==> config.mk <==
export PLATFORM = sky130hd
export DESIGN_NAME = aud_player
export DESIGN_NICKNAME = d
export VERILOG_FILES = /design/src/rtl/aud_pkg.sv /design/src/rtl/aud_sample_fifo.sv /design/src/rtl/aud_player.sv
export SDC_FILE = /design/constraint.sdc
export NUM_CORES = 1
export LEC_CHECK = 0
export BUFFER_PORTS_ARGS = -buffer_cell sky130_fd_sc_hd__clkbuf_2
export CORE_ASPECT_RATIO = 1.75
export CORE_MARGIN = 2
export CORE_UTILIZATION = 45
export CTS_BUF_LIST = sky130_fd_sc_hd__clkbuf_4 sky130_fd_sc_hd__clkbuf_8 sky130_fd_sc_hd__clkbuf_16
export CTS_CLUSTER_DIAMETER = 150
export DETAILED_ROUTE_END_ITERATION = 10
export PLACE_DENSITY_LB_ADDON = 0.1
export SKIP_CTS_REPAIR_TIMING = 1
export SLEW_MARGIN = 20
export SYNTH_ARGS = -nofsm -noshare
export SYNTH_HDL_FRONTEND = slang
export SYNTH_SLANG_ARGS = --single-unit
==> constraint.sdc <==
create_clock -name i_bclk -period 2.6 [get_ports i_bclk]
set_input_delay 0.52 -clock i_bclk [delete_from_list [all_inputs] [get_ports i_bclk]]
set_output_delay 0.52 -clock i_bclk [all_outputs]
set_load 0.03 [all_outputs]
==> src/rtl/aud_pkg.sv <==
// Shared constants and types for the I2S audio player.
package aud_pkg;

   localparam int SAMPLE_W   = 16;
   localparam int FIFO_DEPTH = 4;
   localparam int PTR_W      = $clog2(FIFO_DEPTH);
   localparam int FILL_W     = PTR_W + 1;
   localparam int BIT_CNT_W  = $clog2(SAMPLE_W);

   typedef logic [SAMPLE_W-1:0] sample_t;

   // Slot sequencer states: SYNC waits for the first left edge so a word
   // is never started part-way through a frame.
   typedef enum logic [2:0] {
      ST_IDLE,
      ST_SYNC,
      ST_LEFT,
      ST_PADL,
      ST_RIGHT,
      ST_PADR
   } state_e;

endpackage

==> src/rtl/aud_sample_fifo.sv <==
// Small sample FIFO with registered fill count. Push/pop requests are
// qualified internally against full/empty; flush overrides both.
module aud_sample_fifo
   import aud_pkg::*;
(
   input  logic              i_clk,
   input  logic              i_rst,
   input  logic              i_push,
   input  sample_t           i_data,
   input  logic              i_pop,
   input  logic              i_flush,
   output sample_t           o_head,
   output logic [FILL_W-1:0] o_fill,
   output logic              o_full,
   output logic              o_empty
);

   sample_t           mem_q [FIFO_DEPTH];
   logic [PTR_W-1:0]  wr_ptr_q, wr_ptr_d;
   logic [PTR_W-1:0]  rd_ptr_q, rd_ptr_d;
   logic [FILL_W-1:0] fill_q, fill_d;
   logic              do_push, do_pop;

   assign o_full  = (fill_q == FILL_W'(FIFO_DEPTH));
   assign o_empty = (fill_q == '0);
   assign do_push = i_push & ~o_full & ~i_flush;
   assign do_pop  = i_pop & ~o_empty & ~i_flush;
   assign o_head  = mem_q[rd_ptr_q];
   assign o_fill  = fill_q;

   // Next pointers and occupancy; pointers wrap naturally at the depth.
   always_comb begin
      wr_ptr_d = wr_ptr_q;
      rd_ptr_d = rd_ptr_q;
      fill_d   = fill_q;
      if (i_flush) begin
         wr_ptr_d = '0;
         rd_ptr_d = '0;
         fill_d   = '0;
      end else begin
         if (do_push) wr_ptr_d = wr_ptr_q + PTR_W'(1);
         if (do_pop)  rd_ptr_d = rd_ptr_q + PTR_W'(1);
         case ({do_push, do_pop})
            2'b10:   fill_d = fill_q + FILL_W'(1);
            2'b01:   fill_d = fill_q - FILL_W'(1);
            default: fill_d = fill_q;
         endcase
      end
   end

   // Pointer and count registers.
   always_ff @(posedge i_clk or posedge i_rst) begin
      if (i_rst) begin
         wr_ptr_q <= '0;
         rd_ptr_q <= '0;
         fill_q   <= '0;
      end else begin
         wr_ptr_q <= wr_ptr_d;
         rd_ptr_q <= rd_ptr_d;
         fill_q   <= fill_d;
      end
   end

   // Sample storage; contents are don't-care until written.
   always_ff @(posedge i_clk) begin
      if (do_push) mem_q[wr_ptr_q] <= i_data;
   end

endmodule

==> src/rtl/aud_player.sv <==
// I2S DAC player: buffers mono samples and serialises each one into both
// the left and right slots, MSB first, one bit clock after the LRCK edge.
module aud_player
   import aud_pkg::*;
(
   input  logic                i_bclk,
   input  logic                daclrck,
   input  logic                i_lrck,
   input  logic                i_en,
   input  logic                i_flush,
   input  logic                i_clr_underrun,
   input  logic [SAMPLE_W-1:0] i_data,
   input  logic                i_valid,
   output logic                o_ready,
   output logic                o_dacdat,
   output logic [FILL_W-1:0]   o_fill,
   output logic                o_underrun
);

   state_e               state_q;
   logic                 lrck_q;
   logic [BIT_CNT_W-1:0] bit_cnt_q;
   sample_t              shift_q;
   sample_t              sample_q;
   sample_t              fifo_head;
   sample_t              next_sample;
   logic                 fifo_full, fifo_empty;
   logic                 lrck_fall, lrck_rise;
   logic                 enter_left, underrun_set;
   logic                 underrun_q, dacdat_q;

   assign lrck_fall    = lrck_q & ~i_lrck;
   assign lrck_rise    = ~lrck_q & i_lrck;
   // A left word only ever starts from SYNC or the right pad slot.
   assign enter_left   = i_en & lrck_fall & ((state_q == ST_SYNC) | (state_q == ST_PADR));
   assign underrun_set = enter_left & fifo_empty;
   assign next_sample  = fifo_empty ? '0 : fifo_head;
   assign o_ready      = ~fifo_full;
   assign o_underrun   = underrun_q;
   assign o_dacdat     = dacdat_q;

   aud_sample_fifo u_fifo (
      .i_clk   (i_bclk),
      .i_rst   (daclrck),
      .i_push  (i_valid),
      .i_data  (i_data),
      .i_pop   (enter_left),
      .i_flush (i_flush),
      .o_head  (fifo_head),
      .o_fill  (o_fill),
      .o_full  (fifo_full),
      .o_empty (fifo_empty)
   );

   // Slot sequencer: edge tracking, word load and MSB-first shifting.
   always_ff @(posedge i_bclk or posedge daclrck) begin
      if (daclrck) begin
         state_q   <= ST_IDLE;
         lrck_q    <= 1'b0;
         bit_cnt_q <= '0;
         shift_q   <= '0;
         sample_q  <= '0;
      end else begin
         lrck_q <= i_lrck;
         if (!i_en) begin
            state_q   <= ST_IDLE;
            bit_cnt_q <= '0;
         end else begin
            case (state_q)
               ST_IDLE: state_q <= ST_SYNC;
               ST_SYNC, ST_PADR: begin
                  if (enter_left) begin
                     state_q   <= ST_LEFT;
                     sample_q  <= next_sample;
                     shift_q   <= next_sample;
                     bit_cnt_q <= '0;
                  end
               end
               ST_LEFT: begin
                  shift_q   <= shift_q << 1;
                  bit_cnt_q <= bit_cnt_q + BIT_CNT_W'(1);
                  if (bit_cnt_q == '1) state_q <= ST_PADL;
               end
               ST_PADL: begin
                  if (lrck_rise) begin
                     state_q   <= ST_RIGHT;
                     shift_q   <= sample_q;
                     bit_cnt_q <= '0;
                  end
               end
               ST_RIGHT: begin
                  shift_q   <= shift_q << 1;
                  bit_cnt_q <= bit_cnt_q + BIT_CNT_W'(1);
                  if (bit_cnt_q == '1) state_q <= ST_PADR;
               end
               default: state_q <= ST_IDLE;
            endcase
         end
      end
   end

   // Sticky underrun: flush clears, a new underrun beats a same-cycle clear.
   always_ff @(posedge i_bclk or posedge daclrck) begin
      if (daclrck)             underrun_q <= 1'b0;
      else if (i_flush)        underrun_q <= 1'b0;
      else if (underrun_set)   underrun_q <= 1'b1;
      else if (i_clr_underrun) underrun_q <= 1'b0;
   end

   // Serial data changes on the falling edge so the DAC samples it mid-bit.
   always_ff @(negedge i_bclk or posedge daclrck) begin
      if (daclrck) dacdat_q <= 1'b0;
      else         dacdat_q <= ((state_q == ST_LEFT) || (state_q == ST_RIGHT)) ? shift_q[SAMPLE_W-1] : 1'b0;
   end

endmodule

==> flow_summary.toml <==
[die]
io_pins = 29
die_w_um = 84.4
die_y_um = 145
die-area_um2 = 12200
rows = 51
core_um2 = 11100
start_util_pct = 45.9

[clocking]
clockBufferDepth = 2
cts_buffers = 17
tritoncts = "built"
ctsHtreeMaxLevel = 4
clk_latency_ns = 0.40
ctsRootBufferMaster = "clkbuf_16"
cts_sinks = 113
path_clk_slew_ns = 0.06

[global_route]
grt_use_met2_pct = 30.6
first_global_vias = 3090
globalRoute.busiestLayer = "met2"
grtUsageTotal_pct = 17.7
grtUsageMet1_pct = 21.5
grt_antenna_before_repair = 0
grt_max_degree = 49
grt_pass1_wl_um = 16400
gr-total-overflow = 0
grt_use_met3_pct = 4.99

[timing]
finalMaxSlewViolations = 0
rsz0062_at_grt = "yes"
hold_viol = 0
fin_ws_ns = -0.129
whs_ns = 0.319
worst_pin_slew_ns = 0.644
fin_skew_ns = 0.0184
setup_violations = 1
slew-limit-headroom_pct = 57.0

[logic_synthesis]
synth_compound_area_share_pct = 9.73
syn_area_per_cell_um2 = 15.5
ys_warn_count = 0
ys_types = 57
synth_area_um2 = 5090
synth-simple-area-share_pct = 8.43
seq_area_frac_synth_pct = 61.8
syn_nets = 358
synth_mux_area_share_pct = 14.6
synthArstFlopShare_pct = 43.4
synth_top_family_by_area = "multiplexers"
syn_inst = 329
synth-xor-area-share_pct = 0.860
synthAdderAreaFrac_pct = 1.82
ys_seq_elements = 113
ys.flop_type = "edfxtp_1"
synth-edff-count = 64

[power_and_ir_drop]
intPower_w = 0.00352
pwr-share-comb_pct = 8.4
p_sw_w = 0.00110
p_clk_share_pct = 46.6
switching_share_pct = 23.8
max-vdd-ir-drop_mv = 0.908
p_leak_nw = 2.39
finalPower_w = 0.00462
power_frac_seq_pct = 45.1
p_per_area_nw_per_um2 = 769

[status]
failed_checks = "setup timing"
status = "finished, violations left"

[routing]
detail_route.first_pass.iterations = 4
ant_nets = 0
drt-total-wl_um = 9810
drc_errors = 0
wire_per_inst_um = 18.8
via_count = 2988
drt-initial-drc-count = 156
routed_via_density = 5.72

[layout]
nets = 406
fill_cells = 933
final_util_pct = 54.1
diodes = 0
syn_to_final_growth_pct = 17.9
final_cell_mix = "edfxtp_1, dfrtp_1, clkbuf_2"
design_area_um2 = 6000
multi_input_area_um2 = 1800
final_common_cell = "edfxtp_1"
final_layout_size_suffix_gt1_share_pct = 30.0
register_area_um2 = 3150

[setup_path]
crit_family = "flip-flops"
path_cells = "buf_6"
startpoint_type = "register"
cpMaxStageDelayCell = "dfrtn_1"
arrival_ns = 2.21
endpoint_kind = "primary output"
cpPeakStageDelay_ns = 0.40
critPathMaxFanout = 1
critical_path_class = "reg2out"
timing.critical_path.buf_inv = 1
cp.required_ns = 2.08

[job]
maxCapViolations = 0

[place]
hpwl_um = 6170
dpl_worst_slack_ns = 0.220
routabilityCongestion = 0.728
port_buffers = 28
dpl_cell_area_um2 = 5440

[min_path]
hold_path_class = "in2async"
## state kept, by name (all words and copies together), names as in the netlist
| name | cells |
|---|---|
| bit_cnt_q | 4 |
| u_fifo.rd_ptr_q | 2 |
| sample_q | 16 |
| u_fifo.wr_ptr_q | 2 |
| shift_q | 16 |
| lrck_q | 1 |
| u_fifo.o_fill | 3 |
| o_underrun | 1 |
| state_q | 3 |
| u_fifo.mem_q | 64 |
| o_dacdat | 1 |
## area by class of cell
cell class	count	area share [%]
Multi-Input combinational cell	190	30.1
Timing Repair Buffer	48	4.94
Clock buffer	17	7.09
Inverter	7	0.500
Clock inverter	15	2.23
Tap cell	132	2.75
Sequential cell	113	52.4
## Yosys cell counts, types with 2 or more instances
master,number,area (µm²)
and2_1,8,50.1
nand2b_1,5,31.3
mux2_4,5,75.1
mux2i_1,15,150
a22o_2,5,50.1
nand4b_1,2,17.5
clkbuf_1,9,33.8
o21ai_0,5,25.0
a21oi_1,3,15.0
or2_2,2,12.5
mux2_2,11,124
o22ai_1,2,12.5
mux4_1,9,236
and3b_1,2,17.5
a21boi_0,2,15.0
mux4_2,7,158
nor2_1,24,90.1
buf_2,6,30.0
nand3_1,4,20.0
xnor2_1,5,43.8
or3b_2,2,17.5
nand2_1,5,18.8
nor3_1,2,10.0
inv_1,7,26.3
nor3_2,3,30.0
nor2b_1,6,37.5
a31oi_1,3,18.8
a21o_1,2,15.0
edfxtp_1,64,1920
dfrtp_1,48,1200
ha_1,5,62.6
buf_6,2,22.5
a22o_1,11,96.3
a221o_1,15,150
## worst paths after layout
path                                          startpoint                  endpoint  slack (ns)  cells after the start
worst min-delay path                             daclrck   shift_q[15]$_DFFE_PP0P_        0.32                      3
min in group i_bclk                               i_lrck          lrck_q$_DFF_PP0_        0.33                      1
worst max register to register    state_q[2]$_DFFE_PP0P_        o_dacdat$_DFF_NP0_        0.22                      3
worst min register to register  sample_q[10]$_DFFE_PP0P_  sample_q[10]$_DFFE_PP0P_        0.50                      1
max in group asynchronous                        daclrck        o_dacdat$_DFF_NP0_        1.31                      2
worst max-delay path                  o_dacdat$_DFF_NP0_                  o_dacdat       -0.13                      1
## cell families after synthesis
kind of cell             after synthesis
AO/OA/AOI/OAI                         58
XOR/XNOR                               5
adder cells (fa/ha/maj)                7
buffers and inverters                 26
flip-flops                           113
multiplexers                          47
AND/OR/NAND/NOR                       73
## layer usage
layer | vias to the layer above | part of all wire [%]
met5 | - | 0
li1 | 1407 | -
met4 | 0 | 1.6
met1 | 1513 | 43
met3 | 15 | 3.0
met2 | 53 | 53
## metrics by stage
stage,TNS [ns],instances
6_report,-0.129,522
4_1_cts,-0.193,522
2_1_floorplan,0,329
3_3_place_gp,0,490
3_5_place_dp,0,490
5_1_grt,-0.170,522
## power by group through the flow
stage | combinational, W | clock, W | sequential [W]
6_report | 0.000387 | 0.00215 | 0.00208
5_1_grt | 0.000426 | 0.00229 | 0.00209
4_1_cts | 0.000392 | 0.00220 | 0.00208
3_5_place_dp | 0.000391 | 0 | 0.00211
3_3_place_gp | 0.000384 | 0 | 0.00211
2_1_floorplan | 0.000278 | 0 | 0.00210
(Power assumes the default switching activity.)
